`src/rtl/receive_capture_sequencer_if.sv`:
```
`default_nettype none
// ============================================================================
// Module   : axis_if
// Brief    : Valid/ready stream bundle; "realtime" modports carry no ready.
// Revision : 1.0 - initial release
// ============================================================================
interface axis_if #(
    parameter int DATA_W = 8
);
    logic              valid;
    logic              ready;
    logic              last;
    logic [DATA_W-1:0] data;

    modport master_full     (output valid, output data, output last, input ready);
    modport slave_full      (input valid, input data, input last, output ready);
    modport master_realtime (output valid, output data);
    modport slave_realtime  (input valid, input data);
endinterface
`default_nettype wire

```
`src/rtl/receive_capture_sequencer.sv`:
```
`default_nettype none
// ============================================================================
// Module   : receive_capture_sequencer
// Brief    : Arm/trigger/capture/readout/holdoff sequencer driving the sample
//            buffer's start/stop config words. Option: RECEIVE_SEQ_AUTO_REARM_EN.
// Revision : 1.0 - initial release
// ============================================================================
module receive_capture_sequencer #(
    parameter int CHANNELS      = 8,
    parameter int CAPTURE_WIDTH = 32,
    parameter int HOLDOFF_WIDTH = 16
) (
    input  logic                 clk,
    input  logic                 reset,
    axis_if.slave_realtime       seq_config,
    input  logic                 start_cmd,
    input  logic                 abort_cmd,
    input  logic                 trigger_in,
    input  logic                 dma_last_xfer,
    axis_if.master_full          buffer_config,
    output logic [2:0]           state,
    output logic                 busy,
    output logic [31:0]          capture_count
);
    localparam int BANK_W = $clog2($clog2(CHANNELS) + 1);
    localparam int CFG_W  = HOLDOFF_WIDTH + CAPTURE_WIDTH + BANK_W;
    localparam int CNT_W  = (CAPTURE_WIDTH > HOLDOFF_WIDTH) ? CAPTURE_WIDTH : HOLDOFF_WIDTH;
    localparam int WORD_W = BANK_W + 2;

    typedef enum logic [2:0] {
        S_IDLE     = 3'd0,
        S_ARMED    = 3'd1,
        S_START_WR = 3'd2,
        S_CAPTURE  = 3'd3,
        S_STOP_WR  = 3'd4,
        S_READOUT  = 3'd5,
        S_HOLDOFF  = 3'd6
    } state_t;

    state_t                     r_state, w_state_nxt;
    logic [CNT_W-1:0]           r_cnt, w_cnt_nxt;
    logic                       r_abort_pend, w_abort_pend_nxt;
    logic                       r_valid, w_valid_nxt;
    logic [WORD_W-1:0]          r_data, w_data_nxt;
    logic [31:0]                r_capture_count, w_capture_count_nxt;
    logic                       r_busy;
    logic [HOLDOFF_WIDTH-1:0]   r_holdoff;
    logic [CAPTURE_WIDTH-1:0]   r_capture_cycles;
    logic [BANK_W-1:0]          r_bank;

    logic                       w_hs;
    logic [WORD_W-1:0]          w_start_word;
    logic [WORD_W-1:0]          w_stop_word;

    assign w_hs         = r_valid & buffer_config.ready;
    assign w_start_word = {r_bank, 2'b10};
    assign w_stop_word  = {r_bank, 2'b01};

    always_ff @(posedge clk) begin
        if (reset) begin
            r_state          <= S_IDLE;
            r_cnt            <= '0;
            r_abort_pend     <= 1'b0;
            r_valid          <= 1'b0;
            r_data           <= '0;
            r_capture_count  <= '0;
            r_busy           <= 1'b0;
            r_holdoff        <= '0;
            r_capture_cycles <= '0;
            r_bank           <= '0;
        end else begin
            r_state          <= w_state_nxt;
            r_cnt            <= w_cnt_nxt;
            r_abort_pend     <= w_abort_pend_nxt;
            r_valid          <= w_valid_nxt;
            r_data           <= w_data_nxt;
            r_capture_count  <= w_capture_count_nxt;
            r_busy           <= (w_state_nxt != S_IDLE);
            // Config is only taken while idle so a run never sees a half-updated window.
            if (r_state == S_IDLE && seq_config.valid) begin
                r_holdoff        <= seq_config.data[CFG_W-1 -: HOLDOFF_WIDTH];
                r_capture_cycles <= seq_config.data[CAPTURE_WIDTH+BANK_W-1 -: CAPTURE_WIDTH];
                r_bank           <= seq_config.data[BANK_W-1:0];
            end
        end
    end

    always_comb begin
        w_state_nxt         = r_state;
        w_cnt_nxt           = r_cnt;
        w_abort_pend_nxt    = r_abort_pend;
        w_valid_nxt         = r_valid;
        w_data_nxt          = r_data;
        w_capture_count_nxt = r_capture_count;

        case (r_state)
            S_IDLE: begin
                if (start_cmd && !abort_cmd) w_state_nxt = S_ARMED;
            end
            S_ARMED: begin
                if (abort_cmd) begin
                    w_state_nxt = S_IDLE;
                end else if (trigger_in) begin
                    w_state_nxt = S_START_WR;
                    w_valid_nxt = 1'b1;
                    w_data_nxt  = w_start_word;
                end
            end
            S_START_WR: begin
                if (abort_cmd) w_abort_pend_nxt = 1'b1;
                if (w_hs) begin
                    w_valid_nxt = 1'b0;
                    // An aborted start still needs a stop word; it goes out after a bubble.
                    if (abort_cmd || r_abort_pend) begin
                        w_state_nxt = S_STOP_WR;
                    end else begin
                        w_state_nxt = S_CAPTURE;
                        w_cnt_nxt   = CNT_W'(r_capture_cycles);
                    end
                end
            end
            S_CAPTURE: begin
                if (abort_cmd || r_cnt == CNT_W'(1)) begin
                    w_state_nxt = S_STOP_WR;
                    w_valid_nxt = 1'b1;
                    w_data_nxt  = w_stop_word;
                    if (abort_cmd) w_abort_pend_nxt = 1'b1;
                end else if (r_cnt != '0) begin
                    w_cnt_nxt = r_cnt - CNT_W'(1);
                end
            end
            S_STOP_WR: begin
                if (abort_cmd) w_abort_pend_nxt = 1'b1;
                if (w_hs) begin
                    w_state_nxt = S_READOUT;
                    w_valid_nxt = 1'b0;
                end else if (!r_valid) begin
                    w_valid_nxt = 1'b1;
                    w_data_nxt  = w_stop_word;
                end
            end
            S_READOUT: begin
                if (abort_cmd) w_abort_pend_nxt = 1'b1;
                if (dma_last_xfer) begin
                    w_state_nxt         = S_HOLDOFF;
                    w_cnt_nxt           = CNT_W'(r_holdoff);
                    w_capture_count_nxt = r_capture_count + 32'd1;
                end
            end
            S_HOLDOFF: begin
                if (abort_cmd) begin
                    w_state_nxt = S_IDLE;
                end else if (r_cnt == '0) begin
`ifdef RECEIVE_SEQ_AUTO_REARM_EN
                    w_state_nxt = r_abort_pend ? S_IDLE : S_ARMED;
`else
                    w_state_nxt = S_IDLE;
`endif
                end else begin
                    w_cnt_nxt = r_cnt - CNT_W'(1);
                end
            end
            default: begin
                w_state_nxt = S_IDLE;
                w_valid_nxt = 1'b0;
            end
        endcase

        if (w_state_nxt == S_IDLE) w_abort_pend_nxt = 1'b0;
    end

    assign state              = r_state;
    assign busy               = r_busy;
    assign capture_count      = r_capture_count;
    assign buffer_config.valid = r_valid;
    assign buffer_config.data  = r_data;
    assign buffer_config.last  = 1'b0;
endmodule
`default_nettype wire

```
`src/flat_wrapper.sv`:
```
// flat-port wrapper written by rule: the top's interface ports become plain ports
module receive_capture_sequencer_flat 
#(
    parameter int CHANNELS      = 8,
    parameter int CAPTURE_WIDTH = 32,
    parameter int HOLDOFF_WIDTH = 16
)
  (clk, reset, start_cmd, abort_cmd, trigger_in, dma_last_xfer, state, busy, capture_count, seq_config_valid, seq_config_data, buffer_config_valid, buffer_config_data, buffer_config_last, buffer_config_ready);
  axis_if #(.DATA_W((16 + 32 + 2))) seq_config_i ();
  axis_if #(.DATA_W(4)) buffer_config_i ();
  input  logic clk;
  input  logic reset;
  input  logic start_cmd;
  input  logic abort_cmd;
  input  logic trigger_in;
  input  logic dma_last_xfer;
  output logic [2:0] state;
  output logic busy;
  output logic [31:0] capture_count;
  input wire logic [$bits(seq_config_i.valid)-1:0] seq_config_valid;
  input wire logic [$bits(seq_config_i.data)-1:0] seq_config_data;
  output wire logic [$bits(buffer_config_i.valid)-1:0] buffer_config_valid;
  output wire logic [$bits(buffer_config_i.data)-1:0] buffer_config_data;
  output wire logic [$bits(buffer_config_i.last)-1:0] buffer_config_last;
  input wire logic [$bits(buffer_config_i.ready)-1:0] buffer_config_ready;
  assign seq_config_i.valid = seq_config_valid;
  assign seq_config_i.data = seq_config_data;
  assign buffer_config_valid = buffer_config_i.valid;
  assign buffer_config_data = buffer_config_i.data;
  assign buffer_config_last = buffer_config_i.last;
  assign buffer_config_i.ready = buffer_config_ready;
  receive_capture_sequencer #(.CHANNELS(CHANNELS), .CAPTURE_WIDTH(CAPTURE_WIDTH), .HOLDOFF_WIDTH(HOLDOFF_WIDTH)) u_core (.clk(clk), .reset(reset), .seq_config(seq_config_i), .start_cmd(start_cmd), .abort_cmd(abort_cmd), .trigger_in(trigger_in), .dma_last_xfer(dma_last_xfer), .buffer_config(buffer_config_i), .state(state), .busy(busy), .capture_count(capture_count));
endmodule
```
`config.mk`:
```
export PLATFORM = sky130hd
export DESIGN_NAME = receive_capture_sequencer_flat
export DESIGN_NICKNAME = d
export VERILOG_FILES = /design/src/rtl/receive_capture_sequencer_if.sv /design/src/rtl/receive_capture_sequencer.sv /design/src/flat_wrapper.sv
export SDC_FILE = /design/constraint.sdc
export NUM_CORES = 1
export LEC_CHECK = 0
export ABC_AREA = 1
export CORE_MARGIN = 4
export CORE_UTILIZATION = 59
export DETAILED_ROUTE_END_ITERATION = 8
export GPL_ROUTABILITY_DRIVEN = 0
export PLACE_DENSITY = 0.84
export SETUP_SLACK_MARGIN = 0.02
export SLEW_MARGIN = 10
export SYNTH_ARGS = -nofsm -noshare
export SYNTH_HDL_FRONTEND = slang
export SYNTH_SLANG_ARGS = --single-unit
export TNS_END_PERCENT = 100
```
`constraint.sdc`:
```
create_clock -name clk -period 3.95 [get_ports clk]
set_input_delay 0.395 -clock clk [delete_from_list [all_inputs] [get_ports clk]]
set_output_delay 0.395 -clock clk [all_outputs]
set_load 0.005 [all_outputs]
```
# == After elaboration in Yosys (flattened, before gate mapping) ==
# Index checks and enable logic that the tools add are counted.
# totals
reg_bits,124
in_bits,58
output_inout_bits,42
word_cells,88
# op_classes
n_addsub,2
eq_ne,19
muxes,34
bitwise,2
reduce_logical,21
# ops
operator,count
$mux 32,7
$pmux 32 s4,1
$add 32x1->32 const B,1
$eq 32x1->1 const B,1
$logic_not 32->1,1
$reduce_bool 32->1,1
$sub 32x1->32 const B,1
$mux 3,10
$pmux 3 s7,1
$mux 4,5
$ne 2x2->1 const B,9
$pmux 4 s3,1
$eq 3x3->1 const B,3
$reduce_and 8->1,1
$mux 1,7
$eq 3x2->1 const B,2
$logic_not 3->1,2
$ne 2x1->1 const B,3
$reduce_and 6->1,1
$reduce_bool 3->1,2
$reduce_or 3->1,2
$pmux 1 s5,1
$reduce_and 5->1,1
$reduce_and 2->1,2
other kinds (10),12

# == Depth between registers and ports, before layout ==
# logic_depth
depth_word,6
depth_mapped,14
mapped_depth_nobuf,13

# == Worst setup path after synthesis ==
# No wires, ideal clock.
# synth_path
path_kind,in2reg
from,input abort_cmd
to,register u_core.r_cnt[14]
setup_time_ns,0.113
t_arrival_ns,1.666
t_required_ns,3.837
path_slack_ns,2.171
path_stages,12
n_path_buf,2
path_cell_list,inv_1 -> nand2_1 -> nor2_1 -> nor2_1 -> nor2_1 -> nand2_1 -> a21oi_2 -> nand3_2 -> buf_6 -> buf_6 -> nor2_1 -> nor2_1
# synth_between
elab_chain_len,3
word_cells_on_any_way,6
cone_classes,eq/ne (3); reduce/logical (3)
# synth_lines
element,line_no,text
"start, declared",flat_wrapper.sv:14,input logic abort_cmd;
"$logic_or 1x1->1, on equally long branches","receive_capture_sequencer.sv:123, receive_capture_sequencer.sv:114",
$ne 2x2->1 (no source line),n/a,
$reduce_and 8->1 (no source line) (*),n/a,
"end signal, assigned",receive_capture_sequencer.sv:73,r_cnt <= w_cnt_nxt;
"end, declared",receive_capture_sequencer.sv:41,"logic [CNT_W-1:0] r_cnt, w_cnt_nxt;"
# Every way passes the cells marked *; elsewhere a longest branch is shown, timed or not.
# A chain may end at the register's enable or synchronous reset.

# == Worst setup path in the final report ==
# layout_path
from,register u_core.r_state[1] (netlist: u_core.state[1])
to,register u_core.r_holdoff[14]
# layout_between
elab_chain_len,2
# layout_lines
element,line_no,text
"start, declared",receive_capture_sequencer.sv:40,"state_t r_state, w_state_nxt;"
"start signal, assigned",receive_capture_sequencer.sv:72,r_state <= w_state_nxt;
$logic_not 3->1,receive_capture_sequencer.sv:80,if (r_state == S_IDLE && seq_config.valid) begin
$logic_and 1x1->1,receive_capture_sequencer.sv:80,
"end signal, assigned",receive_capture_sequencer.sv:81,r_holdoff <= seq_config.data[CFG_W-1 -: HOLDOFF_WIDTH];
"end, declared",receive_capture_sequencer.sv:47,logic [HOLDOFF_WIDTH-1:0] r_holdoff;
# No other way between the ends.

==> impl_metrics.tcl <==
set metrics [dict create \
    status "completed" \
    synth_flop_cell "dfxtp_1" \
    grt_pass1_vias 6835 \
    antenna_left 0 \
    post_cts_buffers 0 \
    path_max_fanout 68 \
    dpl_cell_area_um2 7940 \
    grt_max_degree 69 \
    die_area_um2 13500 \
    dpl_worst_slack_ns 1.20 \
    yosysSeqAreaShare 0.358 \
    ir_worst_vdd_mv 0.452 \
    place_inst 1316 \
    syn_nets 1172 \
    clk_pin_slew_ns 0.05 \
    core.rowCount 39 \
    finalCriticalPeriod_ns 2.73 \
    grtUsageTotal 0.295 \
    cts_buffer_depth 2 \
    cts_inserted_buffers 17 \
    switching_share 0.260 \
    power_frac_seq 0.388 \
    ys.warnings.count 0 \
    cts-resized-gates 0 \
    synthArstFlopShare 0 \
    final_area_um2 8540 \
    critPathLaunchType "flip-flop" \
    initial_core_util 0.604 \
    finalNonFillerCells 1346 \
    coreArea_um2 11500 \
    r2r_cells 6 \
    antenna_found_initial 0 \
    die_w_um 116 \
    r2r-end "u_core.r_holdoff[14]$_SDFFE_PP0P_" \
    layout_setup_ws_ns 1.22 \
    htreeDepth 4 \
    startpoint "u_core.state[1]$_SDFF_PP0_" \
    rrSetupSlack_ns 1.22 \
    yosys_register_bits 124 \
    p_clk_frac 0.467 \
    vias_per_cell 5.47 \
    syn_area_um2 6930 \
    io_buffers 98 \
    final_common_cell "nand2_1" \
    grt_pass1_wl_um 31700 \
    totalWireLength_um 19400 \
    p_comb_frac 0.145 \
    hold_buffers 0 \
    drive_gt1_frac 0.0524 \
    hold_viol 0 \
    first_pass_iters 7 \
    path_class "reg2reg" \
    finalCritPeriodShare 0.690 \
    powerDensity_nw_per_um2 402 \
    endpoint_kind "flip-flop" \
    critPathRequiredTime_ns 4.21 \
    setup_violations 0 \
    tritoncts "done" \
    clk_latency_ns 0.43 \
    clockRootBuffer "clkbuf_16" \
    post_drt_wl_per_cell_um 14.4 \
    p_int_uw 2540 \
    die_y_um 116 \
    p_leak_uw 0.00378 \
    overflow 0 \
    worstMarginPinSlew_ns 1.07 \
    drt_iter0_drc 721 \
    dp_hpwl_um 13600 \
    pin_count 100 \
    postSynthCellCount 1110 \
    setup.worst_path.end "u_core.r_holdoff[14]$_SDFFE_PP0P_" \
    r2r-start "u_core.state[1]$_SDFF_PP0_" \
    setup_tns_ns 0 \
    max_slew_margin 0.282 \
    final_nets 1254 \
    dr_total_vias 7358 \
    worstPathArrival_ns 2.98 \
    drv_cap 0 \
    yosysUniqueCellTypes 41 \
    drc 0 \
    hp-class "reg2reg" \
    rsz0062_at_grt "false" \
    drv_slew 0 \
    p_sw_uw 893 \
    synth_edf_count 0 \
    skew_ns 0.00677 \
    max_freq_mhz 367 \
    diodes 0 \
    cts.sinks 124 \
    finalPower_uw 3430 \
    most-common-layout-cells "nand2_1, nor2_1, inv_1, dfxtp_1, clkdlybuf4s50_1" \
    avgSynthCellArea_um2 6.24 \
    area_growth_pct 23.4 \
]
==> layout make-up <==
cell class / count / area, um2
sequential: 124 / 2480
inverter: 133 / 499
multi-input combinational: 811 / 3750
timing repair buffer: 105 / 1030
fill: 977 / 2920
clock buffer: 23 / 488
clock inverter: 7 / 113
tap: 143 / 179
==> worst min-delay path by stage <==
| stage | depth (start not counted) | start | endpoint | slack, ns |
|---|---|---|---|---|
| after floorplan | 2 | u_core.r_holdoff[10]$_SDFFE_PP0P_ | u_core.r_holdoff[10]$_SDFFE_PP0P_ | 0.42 |
| after detailed placement | 2 | u_core.r_capture_cycles[6]$_SDFFE_PP0P_ | u_core.r_capture_cycles[6]$_SDFFE_PP0P_ | 0.44 |
| after global placement | 2 | u_core.r_holdoff[2]$_SDFFE_PP0P_ | u_core.r_holdoff[2]$_SDFFE_PP0P_ | 0.43 |
| after global routing | 2 | u_core.r_capture_cycles[16]$_SDFFE_PP0P_ | u_core.r_capture_cycles[16]$_SDFFE_PP0P_ | 0.47 |
| after CTS | 2 | u_core.r_capture_cycles[6]$_SDFFE_PP0P_ | u_core.r_capture_cycles[6]$_SDFFE_PP0P_ | 0.45 |
| final | 2 | u_core.r_capture_cycles[6]$_SDFFE_PP0P_ | u_core.r_capture_cycles[6]$_SDFFE_PP0P_ | 0.45 |
==> synthesized netlist by cell type, drive strengths merged (2+ instances only) <==
cell type	number	area share
nand2	275	0.15
nor2	191	0.11
inv	133	0.072
dfxtp	124	0.36
a21oi	90	0.066
nand3	90	0.067
o21ai	54	0.039
nor3	30	0.023
clkbuf	26	0.014
nand4	25	0.023
buf	16	0.014
xor2	16	0.020
o22ai	7	0.0063
xnor2	6	0.0076
a22oi	4	0.0043
ha	4	0.0072
nand3b	4	0.0043
and2	2	0.0018
and3	2	0.0018
nor3b	2	0.0029
==> state kept, by name (all words and copies together), names as in the netlist <==
| name | cells |
|---|---|
| u_core.r_cnt | 32 |
| u_core.buffer_config.valid | 1 |
| u_core.r_capture_cycles | 32 |
| u_core.r_holdoff | 16 |
| u_core.buffer_config.data | 4 |
| u_core.r_bank | 2 |
| u_core.state | 3 |
| u_core.r_abort_pend | 1 |
| u_core.busy | 1 |
| u_core.capture_count | 32 |
==> kinds of logic (layout without fill, tap and decap cells) <==
logic type	after synthesis	count (layout)	synth area share
AO/OA/AOI/OAI	162	162	0.123
XOR/XNOR	22	22	0.0278
adder cells (fa/ha/maj)	4	4	0.00723
buffers and inverters	175	268	0.0997
flip-flops	124	124	0.358
other	1	1	0.000541
AND/OR/NAND/NOR	622	622	0.383
==> metal layers <==
layer | global-route usage | vias up | part of all wire
met1 | 0.367 | 3287 | 0.42
met3 | 0.0725 | 44 | 0.070
li1 | - | 3721 | -
met2 | 0.490 | 306 | 0.48
met4 | 0.118 | 0 | 0.026
met5 | 0 | - | 0
==> metrics by stage <==
| step | utilization | hold WS [ns] |
|---|---|---|
| finish | 0.745 | 0.452 |
| floorplan | - | 0.424 |
| global route | 0.745 | 0.471 |
| global placement | 0.693 | 0.434 |
| CTS | 0.745 | 0.453 |
| detailed placement | 0.693 | 0.445 |
==> power groups by stage <==
stage / clock network (uW) / logic, uW / registers (uW)
detailed placement: 0 / 483 / 1360
global route: 1660 / 561 / 1340
global placement: 0 / 477 / 1360
floorplan: 0 / 339 / 1350
CTS: 1610 / 493 / 1330
finish: 1600 / 499 / 1330
==> worst max-delay path, stage by stage (launching register included) <==
cell     delay [ns]
dfxtp_1        0.41
nor2_1         0.14
nand2_1        0.07
inv_1          0.56
nand2_2        0.80
o21ai_0        0.44
a21oi_1        0.10
Power figures use the tool's default switching activity.
